==> src/rtl/axi_master_bridge.sv <==
// axi_master_bridge: turns the single-request read/write interface into AXI4
// master traffic on a 32-bit bus. It tracks one read per ID (0 and 1), gathers
// each read burst into a 256-bit line, and splits 256-bit write lines into beats.
`timescale 1ns/1ps
module axi_master_bridge (
  input  logic         clk,
  input  logic         resetn,
  input  logic         fsh,
  input  logic         rd_req,
  input  logic [31:0]  rd_addr,
  input  logic [7:0]   rd_len,
  input  logic [2:0]   rd_arsize,
  input  logic [3:0]   rd_arid,
  output logic [255:0] rd_data,
  output logic [3:0]   rd_rid,
  output logic [1:0]   rd_cnt,
  output logic         rd_valid,
  input  logic         wr_req,
  input  logic [31:0]  wr_addr,
  input  logic [7:0]   wr_len,
  input  logic [255:0] wr_data,
  input  logic [3:0]   wr_wstrb,
  output logic         wr_valid,
  output logic [3:0]   arid,
  output logic [31:0]  araddr,
  output logic [7:0]   arlen,
  output logic [2:0]   arsize,
  output logic [1:0]   arburst,
  output logic         arlock,
  output logic [3:0]   arcache,
  output logic [2:0]   arprot,
  output logic         arvalid,
  input  logic         arready,
  input  logic [3:0]   rid,
  input  logic [31:0]  rdata,
  input  logic [1:0]   rresp,
  input  logic         rlast,
  input  logic         rvalid,
  output logic         rready,
  output logic [3:0]   awid,
  output logic [31:0]  awaddr,
  output logic [7:0]   awlen,
  output logic [2:0]   awsize,
  output logic [1:0]   awburst,
  output logic         awlock,
  output logic [3:0]   awcache,
  output logic [2:0]   awprot,
  output logic         awvalid,
  input  logic         awready,
  output logic [31:0]  wdata,
  output logic [3:0]   wstrb,
  output logic         wlast,
  output logic         wvalid,
  input  logic         wready,
  input  logic [3:0]   bid,
  input  logic [1:0]   bresp,
  input  logic         bvalid,
  output logic         bready
);

  typedef enum logic [1:0] {W_IDLE, W_ADDR, W_DATA, W_RESP} wstate_t;

  logic [1:0]   busy;
  logic [1:0]   kill;
  logic [3:0]   beat_cnt [2];
  logic [1:0]   rd_cool  [2];
  logic [255:0] line_buf [2];
  logic         r_sel;
  logic         r_hit;
  logic         rd_accept;
  logic [255:0] merged;

  wstate_t      wstate;
  wstate_t      wstate_next;
  logic         wr_accept;
  logic [7:0]   w_beat;
  logic [7:0]   w_len_q;
  logic [31:0]  w_addr_q;
  logic [255:0] w_line;
  logic [3:0]   w_strb_q;
  logic [1:0]   w_cool;
  logic         unused_inputs;

  assign arburst = 2'b01;
  assign arlock  = 1'b0;
  assign arcache = 4'd0;
  assign arprot  = 3'd0;
  assign awid    = 4'd1;
  assign awsize  = 3'b010;
  assign awburst = 2'b01;
  assign awlock  = 1'b0;
  assign awcache = 4'd0;
  assign awprot  = 3'd0;
  assign rready  = 1'b1;
  assign bready  = 1'b1;
  assign awaddr  = w_addr_q;
  assign awlen   = w_len_q;
  assign wstrb   = w_strb_q;
  assign rd_cnt  = {1'b0, busy[0]} + {1'b0, busy[1]};
  assign unused_inputs = ^{rresp, bid, bresp};

  // Read accept decision and the line with the current R beat merged in.
  always_comb begin
    rd_accept = rd_req && !arvalid && !busy[rd_arid[0]] && (rd_cool[rd_arid[0]] == 2'd0);
    r_sel     = rid[0];
    r_hit     = rvalid && busy[r_sel];
    merged    = line_buf[r_sel];
    if (beat_cnt[r_sel] < 4'd8) begin
      merged[{beat_cnt[r_sel][2:0], 5'b00000} +: 32] = rdata;
    end
  end

  // Read path: AR issue, per-ID beat gathering, flush kill and completion.
  always_ff @(posedge clk) begin
    if (!resetn) begin
      arvalid  <= 1'b0;
      arid     <= 4'd0;
      araddr   <= 32'd0;
      arlen    <= 8'd0;
      arsize   <= 3'd0;
      busy     <= 2'b00;
      kill     <= 2'b00;
      rd_valid <= 1'b0;
      rd_data  <= '0;
      rd_rid   <= 4'd0;
      for (int i = 0; i < 2; i++) begin
        beat_cnt[i] <= 4'd0;
        rd_cool[i]  <= 2'd0;
        line_buf[i] <= '0;
      end
    end else begin
      rd_valid <= 1'b0;
      for (int i = 0; i < 2; i++) begin
        if (rd_cool[i] != 2'd0) rd_cool[i] <= rd_cool[i] - 2'd1;
      end
      if (arvalid && arready) arvalid <= 1'b0;
      if (fsh) kill <= kill | busy;
      if (rd_accept) begin
        arvalid              <= 1'b1;
        arid                 <= rd_arid;
        araddr               <= rd_addr;
        arlen                <= rd_len;
        arsize               <= rd_arsize;
        busy[rd_arid[0]]     <= 1'b1;
        kill[rd_arid[0]]     <= 1'b0;
        beat_cnt[rd_arid[0]] <= 4'd0;
        line_buf[rd_arid[0]] <= '0;
      end
      if (r_hit) begin
        line_buf[r_sel] <= merged;
        if (beat_cnt[r_sel] < 4'd8) beat_cnt[r_sel] <= beat_cnt[r_sel] + 4'd1;
        if (rlast) begin
          busy[r_sel]    <= 1'b0;
          kill[r_sel]    <= 1'b0;
          rd_cool[r_sel] <= 2'd2;
          if (!kill[r_sel] && !fsh) begin
            rd_data  <= merged;
            rd_rid   <= rid;
            rd_valid <= 1'b1;
          end
        end
      end
    end
  end

  // Write FSM state register.
  always_ff @(posedge clk) begin
    if (!resetn) wstate <= W_IDLE;
    else         wstate <= wstate_next;
  end

  // Write FSM next state and AW/W channel outputs.
  always_comb begin
    wstate_next = wstate;
    wr_accept   = 1'b0;
    awvalid     = 1'b0;
    wvalid      = 1'b0;
    wlast       = 1'b0;
    wdata       = w_line[{w_beat[2:0], 5'b00000} +: 32];
    case (wstate)
      W_IDLE: begin
        if (wr_req && (w_cool == 2'd0)) begin
          wr_accept   = 1'b1;
          wstate_next = W_ADDR;
        end
      end
      W_ADDR: begin
        awvalid = 1'b1;
        if (awready) wstate_next = W_DATA;
      end
      W_DATA: begin
        wvalid = 1'b1;
        wlast  = (w_beat == w_len_q);
        if (wready && wlast) wstate_next = W_RESP;
      end
      W_RESP: begin
        if (bvalid) wstate_next = W_IDLE;
      end
      default: wstate_next = W_IDLE;
    endcase
  end

  // Write datapath: request capture, beat counter, completion pulse and cooldown.
  always_ff @(posedge clk) begin
    if (!resetn) begin
      w_addr_q <= 32'd0;
      w_len_q  <= 8'd0;
      w_line   <= '0;
      w_strb_q <= 4'd0;
      w_beat   <= 8'd0;
      w_cool   <= 2'd0;
      wr_valid <= 1'b0;
    end else begin
      wr_valid <= 1'b0;
      if (w_cool != 2'd0) w_cool <= w_cool - 2'd1;
      if (wr_accept) begin
        w_addr_q <= wr_addr;
        w_len_q  <= wr_len;
        w_line   <= wr_data;
        w_strb_q <= wr_wstrb;
        w_beat   <= 8'd0;
      end
      if (wvalid && wready && !wlast) w_beat <= w_beat + 8'd1;
      if ((wstate == W_RESP) && bvalid) begin
        wr_valid <= 1'b1;
        w_cool   <= 2'd2;
      end
    end
  end

endmodule

==> config.mk <==
export PLATFORM = sky130hd
export DESIGN_NAME = axi_master_bridge
export DESIGN_NICKNAME = d
export VERILOG_FILES = /design/src/rtl/axi_master_bridge.sv
export SDC_FILE = /design/constraint.sdc
export NUM_CORES = 2
export LEC_CHECK = 0
export ABC_AREA = 1
export CORE_AREA = 2 2 315 317
export DETAILED_ROUTE_END_ITERATION = 10
export DIE_AREA = 0 0 317 319
export GPL_TIMING_DRIVEN = 0
export PLACE_DENSITY = 0.9
export REMOVE_ABC_BUFFERS = 1
export SKIP_CTS_REPAIR_TIMING = 1
export SLEW_MARGIN = 0
export SYNTH_ARGS = -nofsm -noshare
export SYNTH_HDL_FRONTEND = slang
export SYNTH_SLANG_ARGS = --single-unit
==> constraint.sdc <==
create_clock -name clk -period 9.8 [get_ports clk]
set_input_delay 1.96 -clock clk [delete_from_list [all_inputs] [get_ports clk]]
set_output_delay 1.96 -clock clk [all_outputs]
set_load 0.005 [all_outputs]
==> impl_results.rst <==
.. list-table::
   :header-rows: 1

   * - Metric
     - Value
   * - Mean post-synth cell area
     - a little under 8 um2
   * - Worst path top cell family by delay
     - buffers and inverters
   * - CTS clock-pin slew for the worst setup and hold paths
     - 60 ps
   * - Post-synthesis to final-layout area growth
     - 25.4%
   * - Setup TNS
     - 0 ps
   * - Count of flip-flops with a built-in enable after synthesis
     - 520
   * - Power per cell area
     - 209 nW/um2
   * - Layout Skew
     - 44.4 ps
   * - Initial DRT Pass Iterations
     - 9
   * - Critical-path top delay cell
     - sky130_fd_sc_hd__nor2_4
   * - Max FO, Critical Path
     - 132
   * - Status
     - finished, final reports clean
   * - Initial core utilization
     - 53.8%
   * - CTS tree
     - yes
   * - Chip Width
     - ~320 um
   * - First-pass GRT wire length
     - around 270000 um
   * - TritonCTS buffer count
     - 117
   * - Avg WL per Cell
     - 20.7 um
   * - Number of cell rows
     - between 100 and 150
   * - Maximum achievable frequency
     - roughly 0.15 GHz
   * - Overall power of the completed layout
     - between 10 and 15 mW
   * - DR DRC count
     - 0
   * - HPWL after detailed placement
     - 115000 um
   * - Clock latency reported for the late side of the worst-skew pair
     - 720 ps
   * - Leading cell types in the layout, fill and taps excluded
     - 1371 x sky130_fd_sc_hd__nand2_1, 1202 x sky130_fd_sc_hd__nor2_1, 782 x sky130_fd_sc_hd__clkdlybuf4s50_1
   * - Worst rel slew slack
     - 11.5%
   * - WS Path Type
     - in2reg
   * - Launching point of the worst reg2reg path
     - beat_cnt[0][0]
   * - Nets
     - 7615
   * - Count of input and output buffers
     - about 780
   * - Core area
     - 97700 um2
   * - Transition time at the pin with the least slew margin
     - 1310 ps
   * - First-iteration detailed-routing DRC count
     - 5913
   * - Path class of the lowest-slack min-delay path
     - reg2reg
   * - Height of the die
     - 319 um
   * - Fraction of layout instances using a drive strength above 1
     - 4.13%
   * - Worst R2R Setup Slack
     - 5410 ps
   * - Vias in the first global route
     - around 47000
   * - Period utilization
     - 69.0%
   * - Final count of pins violating max slew
     - 0
   * - Count of unique library cells instantiated by Yosys
     - 36
   * - Arrival time worst endpoint
     - between 7000 and 8000 ps
   * - Post-route core utilization
     - 67.4%
   * - Sink of the worst hold path
     - w_line[96]
   * - Startpoint of the worst setup timing path
     - rid[0]
   * - Cells traversed along the worst timing path
     - buf_8 > buf_16 > inv_8 > buf_16 > nand2_2 > nand2_2 > buf_12 > ha_1 > ha_1 > nor2_4 > buf_12 > buf_16 > nand3_2 > buf_16 > nand2_1 > and2_1 > nor2_1
   * - Capturing point of the worst reg2reg path
     - line_buf[1][247]
   * - Deepest clock path buffer count
     - 3
   * - Post-Layout Cell Count
     - between 8000 and 9000
   * - Top Ports
     - roughly 820
   * - Time the final worst path needs with I/O delays and setup
     - about 6800 ps
   * - Worst hold path stage count
     - 2
   * - Async set-reset flop share out of synthesis
     - 0%
   * - Total via count in the routed design
     - a little under 50000
   * - Number of antenna violations at the first check in global routing
     - 35
   * - CP required
     - 10240 ps
   * - Library cell used as clock root buffer
     - sky130_fd_sc_hd__clkbuf_16
   * - GR Util All Layers
     - between 30% and 40%
   * - Area enclosed by the die boundary
     - a little over 100000 um2
   * - Routed via count divided by cell count
     - 5.71
   * - Number of storage elements in the synthesis netlist
     - 1150
   * - Placed insts
     - between 8000 and 9000
   * - Most common library cell in the layout ignoring fill and taps
     - sky130_fd_sc_hd__nand2_1
   * - Buffer and inverter count on the worst path
     - 8
   * - Crit path capture type
     - register
   * - Static leakage power
     - 27.0 nW
   * - Hold Startpoint
     - w_line[96]
   * - Remaining number of nets flagged by the antenna check after routing
     - 0
   * - Critical path's largest stage delay
     - 840 ps
   * - R2r worst-path depth
     - 14
   * - Count of maximum capacitance violations
     - 0
   * - Most frequent cell on the critical path
     - sky130_fd_sc_hd__buf_16
   * - Setup violators final
     - 0
   * - Unrepaired setup endpoints after global routing
     - no
   * - Post-synthesis instance total
     - about 6700
   * - Worst-case vdd ir drop
     - 0.198 mV
   * - H-tree Lvls
     - 3
   * - Hold Fails Final Rpt
     - 0
   * - Pin count of the biggest net entering global routing
     - about 190
   * - Final Wtd Congestion
     - 0.922
   * - Warnings from Yosys
     - 0
   * - Area of the mapped netlist
     - 52500 um2
   * - Post-synthesis sequential area ratio
     - 53.7%
   * - Clock Sinks
     - approximately 1200
   * - Total routed wirelength
     - 179000 um
   * - Crit path launch type
     - primary input
   * - Total congestion overflow
     - 0
   * - Prevailing post-synth register cell
     - sky130_fd_sc_hd__dfxtp_1
layout make-up:
| cell class | count | area, um2 |
|---|---|---|
| fillers | 7143 | 31800 |
| flip-flops and latches | 1150 | 28200 |
| multi-input cells | 4426 | 19800 |
| repair buffers | 861 | 9770 |
| clock buffers | 174 | 3430 |
| inverters | 645 | 2450 |
| well taps | 1287 | 1610 |
| clock inverters | 49 | 473 |
| diodes | 29 | 72.6 |
where the power goes:
group / total (mW) / switching (mW) / leakage [nW] / internal [mW]
clock network: 4.52 / 1.95 / 1.93 / 2.58
registers: 6.07 / 0.315 / 10.6 / 5.75
logic: 3.16 / 1.94 / 14.4 / 1.22
how the worst max path moves through the flow:
stage	end	slack (ps)	cells past startpoint
floorplan	line_buf[1][0]	-5180	4
global route	line_buf[1][97]	2860	17
finish	line_buf[1][247]	3040	17
global placement	line_buf[1][100]	-35900	5
CTS	line_buf[0][97]	3190	17
detailed placement	line_buf[0][102]	2430	17
routing by layer:
| layer | up-vias | part of all wire (%) | global-route usage, % |
|---|---|---|---|
| met5 | - | 0.030 | 0 |
| met4 | 8 | 8.2 | 25.7 |
| met3 | 697 | 11 | 8.38 |
| met2 | 3174 | 47 | 54.7 |
| met1 | 22700 | 34 | 39.4 |
| li1 | 22600 | - | - |
state kept, by name, summed over array words and instances (netlist names), 2 cells and up:
name      flops
rd_data     256
arlen         8
rd_rid        4
wstrb         4
arsize        3
awaddr       32
arid          4
w_line      256
beat_cnt      8
wstate        2
w_beat        8
awlen         8
line_buf    512
araddr       32
rd_cool       4
w_cool        2
kill          2
busy          2
cell families (layout without fill, tap and decap cells):
group / count (synthesis) / count (layout) / synth area share, %
adders and majority gates: 12 / 12 / 0.286
other: 2 / 58 / 0.0143
xor gates and xnor gates: 9 / 9 / 0.150
buffers and inverters: 1152 / 1729 / 8.95
and+or+nand+nor: 3391 / 3391 / 27.4
AOI/OAI and AO/OA: 985 / 985 / 9.49
DFF: 1150 / 1150 / 53.7
synthesized netlist by cell type, types with 4 or more instances:
master	count	share of area (%)
sky130_fd_sc_hd__dfxtp_1	630	24
sky130_fd_sc_hd__buf_2	120	1.1
sky130_fd_sc_hd__edfxtp_1	520	30
sky130_fd_sc_hd__nand3_1	315	3.0
sky130_fd_sc_hd__nor2_2	6	0.071
sky130_fd_sc_hd__buf_1	30	0.21
sky130_fd_sc_hd__a21oi_1	456	4.3
sky130_fd_sc_hd__o21ai_1	4	0.038
sky130_fd_sc_hd__buf_4	60	0.86
sky130_fd_sc_hd__nand2_1	1375	9.8
sky130_fd_sc_hd__and2_1	251	3.0
sky130_fd_sc_hd__clkinv_1	4	0.029
sky130_fd_sc_hd__xnor2_1	7	0.12
sky130_fd_sc_hd__nor2_1	1204	8.6
sky130_fd_sc_hd__a31oi_1	32	0.38
sky130_fd_sc_hd__inv_1	639	4.6
sky130_fd_sc_hd__ha_1	12	0.29
sky130_fd_sc_hd__o21ai_0	487	4.6
sky130_fd_sc_hd__clkbuf_1	297	2.1
sky130_fd_sc_hd__nand4_1	230	2.7
through the flow:
| stage | worst slack [ps] | hold slack [ps] | instance area [um2] |
|---|---|---|---|
| after CTS | 3190 | 442 | 65800 |
| after detailed placement | 2430 | 433 | 61900 |
| final | 3040 | 442 | 65900 |
| after global routing | 2860 | 456 | 65900 |
| after floorplan | -5180 | 420 | 50400 |
| after global placement | -35900 | 428 | 59800 |
tightest hold or removal path: cells and delay by family (launching register included):
family | cells | cell delay (ps)
DFF | 1 | 310
AOI/OAI and AO/OA | 1 | 50
buffers and inverters | 1 | 40
No activity file was read; power rests on OpenSTA's default activity.
